### config.mk
export PLATFORM = sky130hd
export DESIGN_NAME = pwm_modulator
export DESIGN_NICKNAME = d
export VERILOG_FILES = /design/src/rtl/foc_pwm_pkg.sv /design/src/rtl/pwm_modulator_dead_time_gen.sv /design/src/rtl/pwm_modulator.sv
export SDC_FILE = /design/constraint.sdc
export NUM_CORES = 1
export LEC_CHECK = 0
export CORE_MARGIN = 2
export CORE_UTILIZATION = 48
export DETAILED_ROUTE_END_ITERATION = 7
export PLACE_DENSITY = 0.7
export SYNTH_ARGS = -nofsm -noshare
export SYNTH_HDL_FRONTEND = slang
export SYNTH_SLANG_ARGS = --single-unit
### constraint.sdc
create_clock -name clk -period 5.3 [get_ports clk]
set_input_delay 1.06 -clock clk [delete_from_list [all_inputs] [get_ports clk]]
set_output_delay 1.06 -clock clk [all_outputs]
set_load 0.02 [all_outputs]
### src/rtl/foc_pwm_pkg.sv
// Shared types for the three-phase center-aligned PWM modulator.
// Phase states, phase count and the duty triple bundle.
package foc_pwm_pkg;

  localparam int NUM_PHASES = 3;
  localparam int PWM_N      = 6;

  typedef enum logic [1:0] {
    PH_OFF,
    PH_HI,
    PH_LO,
    PH_DEAD
  } phase_state_e;

  typedef logic [NUM_PHASES-1:0][PWM_N-1:0] duty_triple_t;

endpackage

### src/rtl/pwm_modulator_dead_time_gen.sv
// Per-phase dead-time generator: complementary gate pair from one raw compare bit.
// Both sides stay low for dead_time+1 cycles around every side change.
module dead_time_gen
  import foc_pwm_pkg::*;
#(
  parameter int DT_W = 4
) (
  input  logic            clk,
  input  logic            nrst,
  input  logic            raw,
  input  logic            en,
  input  logic [DT_W-1:0] dead_time,
  output logic            hi,
  output logic            lo
);

  phase_state_e    state_q, state_d;
  logic [DT_W-1:0] cnt_q, cnt_d;
  logic            tgt_q, tgt_d;

  always_comb begin
    state_d = state_q;
    cnt_d   = cnt_q;
    tgt_d   = tgt_q;
    if (!en) begin
      state_d = PH_OFF;
    end else begin
      unique case (state_q)
        PH_OFF: begin
          state_d = PH_DEAD;
          cnt_d   = dead_time;
          tgt_d   = raw;
        end
        PH_HI: begin
          if (!raw) begin
            state_d = PH_DEAD;
            cnt_d   = dead_time;
            tgt_d   = 1'b0;
          end
        end
        PH_LO: begin
          if (raw) begin
            state_d = PH_DEAD;
            cnt_d   = dead_time;
            tgt_d   = 1'b1;
          end
        end
        PH_DEAD: begin
          // a flip while blanking restarts the full gap
          if (raw != tgt_q) begin
            cnt_d = dead_time;
            tgt_d = raw;
          end else if (cnt_q == '0) begin
            state_d = raw ? PH_HI : PH_LO;
          end else begin
            cnt_d = cnt_q - DT_W'(1);
          end
        end
        default: state_d = PH_OFF;
      endcase
    end
  end

  always_ff @(posedge clk or negedge nrst) begin
    if (!nrst) begin
      state_q <= PH_DEAD;
      cnt_q   <= '0;
      tgt_q   <= 1'b0;
    end else begin
      state_q <= state_d;
      cnt_q   <= cnt_d;
      tgt_q   <= tgt_d;
    end
  end

  assign hi = (state_q == PH_HI);
  assign lo = (state_q == PH_LO);

endmodule

### src/rtl/pwm_modulator.sv
// Three-phase center-aligned PWM: duty handshake, valley shadow load, compare.
// Optional PWM_FAULT_EN adds a synchronized, latched gate-kill input.
module pwm_modulator
  import foc_pwm_pkg::*;
#(
  parameter int N    = PWM_N,
  parameter int DT_W = 4
) (
  input  logic            clk,
  input  logic            nrst,
  input  logic            en,
  input  logic [N-1:0]    carrier,
  input  logic [N-1:0]    duty_a,
  input  logic [N-1:0]    duty_b,
  input  logic [N-1:0]    duty_c,
  input  logic            duty_valid,
  output logic            duty_ready,
  input  logic [DT_W-1:0] dead_time,
  output logic [2:0]      gate_hi,
  output logic [2:0]      gate_lo,
`ifdef PWM_FAULT_EN
  input  logic            fault_n,
  input  logic            fault_clr,
  output logic            fault,
`endif
  output logic            sync
);

  duty_triple_t    pend_q, pend_d;
  duty_triple_t    act_q, act_d;
  logic            pend_full_q, pend_full_d;
  logic [NUM_PHASES-1:0] raw_q, raw_d;
  logic            sync_q, sync_d;
  logic            hs, load, block, ph_en;

`ifdef PWM_FAULT_EN
  logic fsync1_q, fsync2_q;
  logic fault_q, fault_d;

  // set wins over clear while the synchronized input is still low
  always_comb begin
    fault_d = !fsync2_q | (fault_q & !(fault_clr & fsync2_q));
  end

  always_ff @(posedge clk or negedge nrst) begin
    if (!nrst) begin
      fsync1_q <= 1'b1;
      fsync2_q <= 1'b1;
      fault_q  <= 1'b0;
    end else begin
      fsync1_q <= fault_n;
      fsync2_q <= fsync1_q;
      fault_q  <= fault_d;
    end
  end

  assign block = fault_d;
  assign fault = fault_q;
`else
  assign block = 1'b0;
`endif

  always_comb begin
    hs          = duty_valid & !pend_full_q;
    load        = en & !block & (carrier == '0) & pend_full_q;
    pend_d      = hs ? {duty_c, duty_b, duty_a} : pend_q;
    pend_full_d = hs | (pend_full_q & !load);
    act_d       = load ? pend_q : act_q;
    sync_d      = load;
    raw_d       = '0;
    for (int i = 0; i < NUM_PHASES; i++) begin
      raw_d[i] = act_d[i] > carrier;
    end
  end

  always_ff @(posedge clk or negedge nrst) begin
    if (!nrst) begin
      pend_q      <= '0;
      act_q       <= '0;
      pend_full_q <= 1'b0;
      raw_q       <= '0;
      sync_q      <= 1'b0;
    end else begin
      pend_q      <= pend_d;
      act_q       <= act_d;
      pend_full_q <= pend_full_d;
      raw_q       <= raw_d;
      sync_q      <= sync_d;
    end
  end

  assign ph_en      = en & !block;
  assign duty_ready = !pend_full_q;
  assign sync       = sync_q;

  for (genvar g = 0; g < NUM_PHASES; g++) begin : g_ph
    dead_time_gen #(
      .DT_W(DT_W)
    ) u_dt (
      .clk      (clk),
      .nrst     (nrst),
      .raw      (raw_q[g]),
      .en       (ph_en),
      .dead_time(dead_time),
      .hi       (gate_hi[g]),
      .lo       (gate_lo[g])
    );
  end

endmodule
==> impl_metrics.env <==
export IMPL_area_growth_pct=17.0
export IMPL_cts_root_buffer_cell="clkbuf_8"
export IMPL_min_from="act_q[0]$_DFF_PN0_"
export IMPL_p_per_area_nw_per_um2=338
export IMPL_gp_congestion=0.905
export IMPL_cts_resized=0
export IMPL_ctsHoldBuffers=0
export IMPL_relSlewSlack=0.541
export IMPL_wire_per_inst_um=14.2
export IMPL_ys_flop_type="dfrtp_1"
export IMPL_cts_buffer_depth=2
export IMPL_async_reset_ff_frac=1.00
export IMPL_num_rows=31
export IMPL_cpLargestDelayFamily="simple AND/OR/NAND/NOR gates"
export IMPL_synth_compound_area_frac=0.132
export IMPL_vias=2512
export IMPL_ys_types=44
export IMPL_maxCapViolCount=0
export IMPL_synth_area_mux_share=0.135
export IMPL_cts_made_buffers=9
export IMPL_yosys_area_share_simple=0.114
export IMPL_synth_edf_count=0
export IMPL_clock_latency_ps=340
export IMPL_rsz0062_at_grt="false"
export IMPL_slew_violations=0
export IMPL_reg2reg_slack_ps=3100
export IMPL_fin_skew_ps=6.58
export IMPL_setup_tns_ps=0
export IMPL_seq_area_frac_synth=0.434
export IMPL_seqCellArea_um2=1560
export IMPL_critPathCaptureType="register"
export IMPL_drive_above_1_share=0.197
export IMPL_path_depth=10
export IMPL_leakagePower_uw=0.00195
export IMPL_crit_required_ps=5530
export IMPL_portBuffers=39
export IMPL_drtPass1Iterations=4
export IMPL_post_cts_setup_buffers=0
export IMPL_synth_xor_area_frac=0.0122
export IMPL_ant_nets=0
export IMPL_synth_top_family_by_area="multiplexers"
export IMPL_arrival_ps=3630
export IMPL_start_util=0.496
export IMPL_crit_type="in -> reg"
export IMPL_crit_chain="clkdlybuf4s50_1 -> buf_4 -> nor2b_1 -> nand4_4 -> mux2_4 -> ha_1 -> nor2b_1 -> o21a_1 -> o21bai_1 -> a21oi_1"
export IMPL_grt_pass1_vias=2578
export IMPL_fp_dieH_um=90.5
export IMPL_instances_no_fill=470
export IMPL_yosysWarnings=0
export IMPL_avgSynthCellArea_um2=10.9
export IMPL_viasPerCell=5.34
export IMPL_h_tree_depth=3
export IMPL_grt_overflow=0
export IMPL_holdCritPathClass="reg -> reg"
export IMPL_finalWirelength_mm=6.69
export IMPL_die_w_um=90.5
export IMPL_synth_fa_ha_area_frac=0.115
export IMPL_final_cell_mix="56 x dfrtp_1, 38 x clkdlybuf4s50_1, 33 x ha_1"
export IMPL_worstPathMaxFanout=20
export IMPL_pin_count=40
export IMPL_cpPeakStageDelay_ps=450
export IMPL_die_area_um2=8200
export IMPL_holdPathEnd="act_q[0]$_DFF_PN0_"
export IMPL_final_common_cell="dfrtp_1"
export IMPL_r2r_end="raw_q[2]$_DFF_PN0_"
export IMPL_place_inst=454
export IMPL_hold_violations=0
export IMPL_multi_input_area_um2=1830
export IMPL_cts_tree="done"
export IMPL_hold_path_depth=2
export IMPL_fillers=636
export IMPL_startpoint_type="primary input"
export IMPL_antenna_found_initial=0
export IMPL_drc=0
export IMPL_clk_pin_slew_worst_paths_ps=70
export IMPL_path_buf_inv=2
export IMPL_ys_ff_latch=62
export IMPL_worst_pin_slew_ps=687
export IMPL_status="complete, no violations"
export IMPL_layout_min_cycle_time_ps=3410
export IMPL_grt_use_total=0.183
export IMPL_worst_r2r_path_depth=7
export IMPL_cts_sinks=62
export IMPL_synthCells=329
export IMPL_path_common_cell="nor2b_1"
export IMPL_nNetsFinal=431
export IMPL_num_antenna_cells=0
export IMPL_grt_first_pass_wirelength_mm=11.9
export IMPL_syn_nets=394
export IMPL_setup_violations_final=0
export IMPL_first_iter_violations=141
export IMPL_ir_worst_vdd_v=0.000241
export IMPL_p_total_uw=1420
export IMPL_crit_path_top_delay_cell="clkdlybuf4s50_1"
export IMPL_dp_hpwl_mm=5.05
export IMPL_syn_cell_area_um2=3590
export IMPL_timing_rr_start="pend_full_q$_DFF_PN0_"
export IMPL_max_clock_freq_mhz=294
export IMPL_final_period_utilization=0.643
export IMPL_grt_max_degree=38
export IMPL_core_um2=7250
[tightest hold or removal path: stages, from the launching register on]
cell	delay (ps)
dfrtp_1	340
mux2i_2	80
inv_2	50
[synthesized netlist by cell type (4+ instances only)]
library cell,instances,area share
mux2_4,6,0.025
inv_1,27,0.028
or3_1,5,0.0087
o21ai_0,7,0.0097
nor4_1,4,0.0070
dfstp_2,6,0.044
a21oi_1,26,0.036
buf_2,5,0.0070
mux2_2,27,0.085
nand3b_1,7,0.015
buf_4,6,0.013
mux2i_1,5,0.014
o22ai_1,8,0.014
nand2_1,13,0.014
o21bai_1,5,0.010
nor2_1,12,0.013
o221a_2,6,0.019
nand3_1,4,0.0056
nor3_1,9,0.013
ha_1,33,0.11
nor2b_1,7,0.012
dfrtp_1,56,0.39
[through the flow]
stage	utilization	setup slack (ps)	instance area (um^2)	hold slack [ps]
final	0.580	1890	4210	492
after global placement	0.556	1590	4030	473
after detailed placement	0.556	1500	4030	479
after CTS	0.580	1880	4210	496
after floorplan	-	2380	3590	462
after global routing	0.580	1750	4210	513
[power by group]
group          leakage (uW)  switching, uW  total [uW]  internal (uW)
clock network     0.0000852            196         366            170
registers          0.000774           71.8         643            571
logic               0.00109            205         413            208
[layout make-up]
class                      count  share of cell area
timing repair buffer          42              0.0970
clock buffer                   9              0.0295
multi-input combinational    221               0.434
tap                           99              0.0295
sequential                    62               0.371
inverter                      30              0.0268
clock inverter                 7              0.0122
[flip-flops by register name (all words and copies together), names as in the netlist]
name and cells:
pend_full_q 1, sync 1, pend_q 18, g_ph.u_dt.state_q 6
g_ph.u_dt.cnt_q 12, g_ph.u_dt.tgt_q 3, raw_q 3, act_q 18
[worst max path at each step]
stage	start	to	slack, ps
floorplan	carrier[0]	raw_q[2]$_DFF_PN0_	2380
global placement	en	raw_q[2]$_DFF_PN0_	1590
detailed placement	en	raw_q[2]$_DFF_PN0_	1500
CTS	en	raw_q[2]$_DFF_PN0_	1880
global route	en	raw_q[1]$_DFF_PN0_	1750
finish	en	raw_q[2]$_DFF_PN0_	1890
[cell families after synthesis]
logic type | count (synthesis)
AO/OA/AOI/OAI | 71
multiplexers | 41
adder cells (fa/ha/maj) | 33
flip-flops | 62
buffers and inverters | 46
XOR/XNOR | 5
AND/OR/NAND/NOR | 71
[routing by layer]
metal,wire [um],vias up,share of wire,global-route usage
li1,-,1254,-,-
met1,3110,1211,0.46,0.231
met5,0,-,0,0
met2,3280,41,0.49,0.302
met3,219,6,0.033,0.0501
met4,78,0,0.012,0.0667
Note: power is estimated with default switching activity, not from simulation.
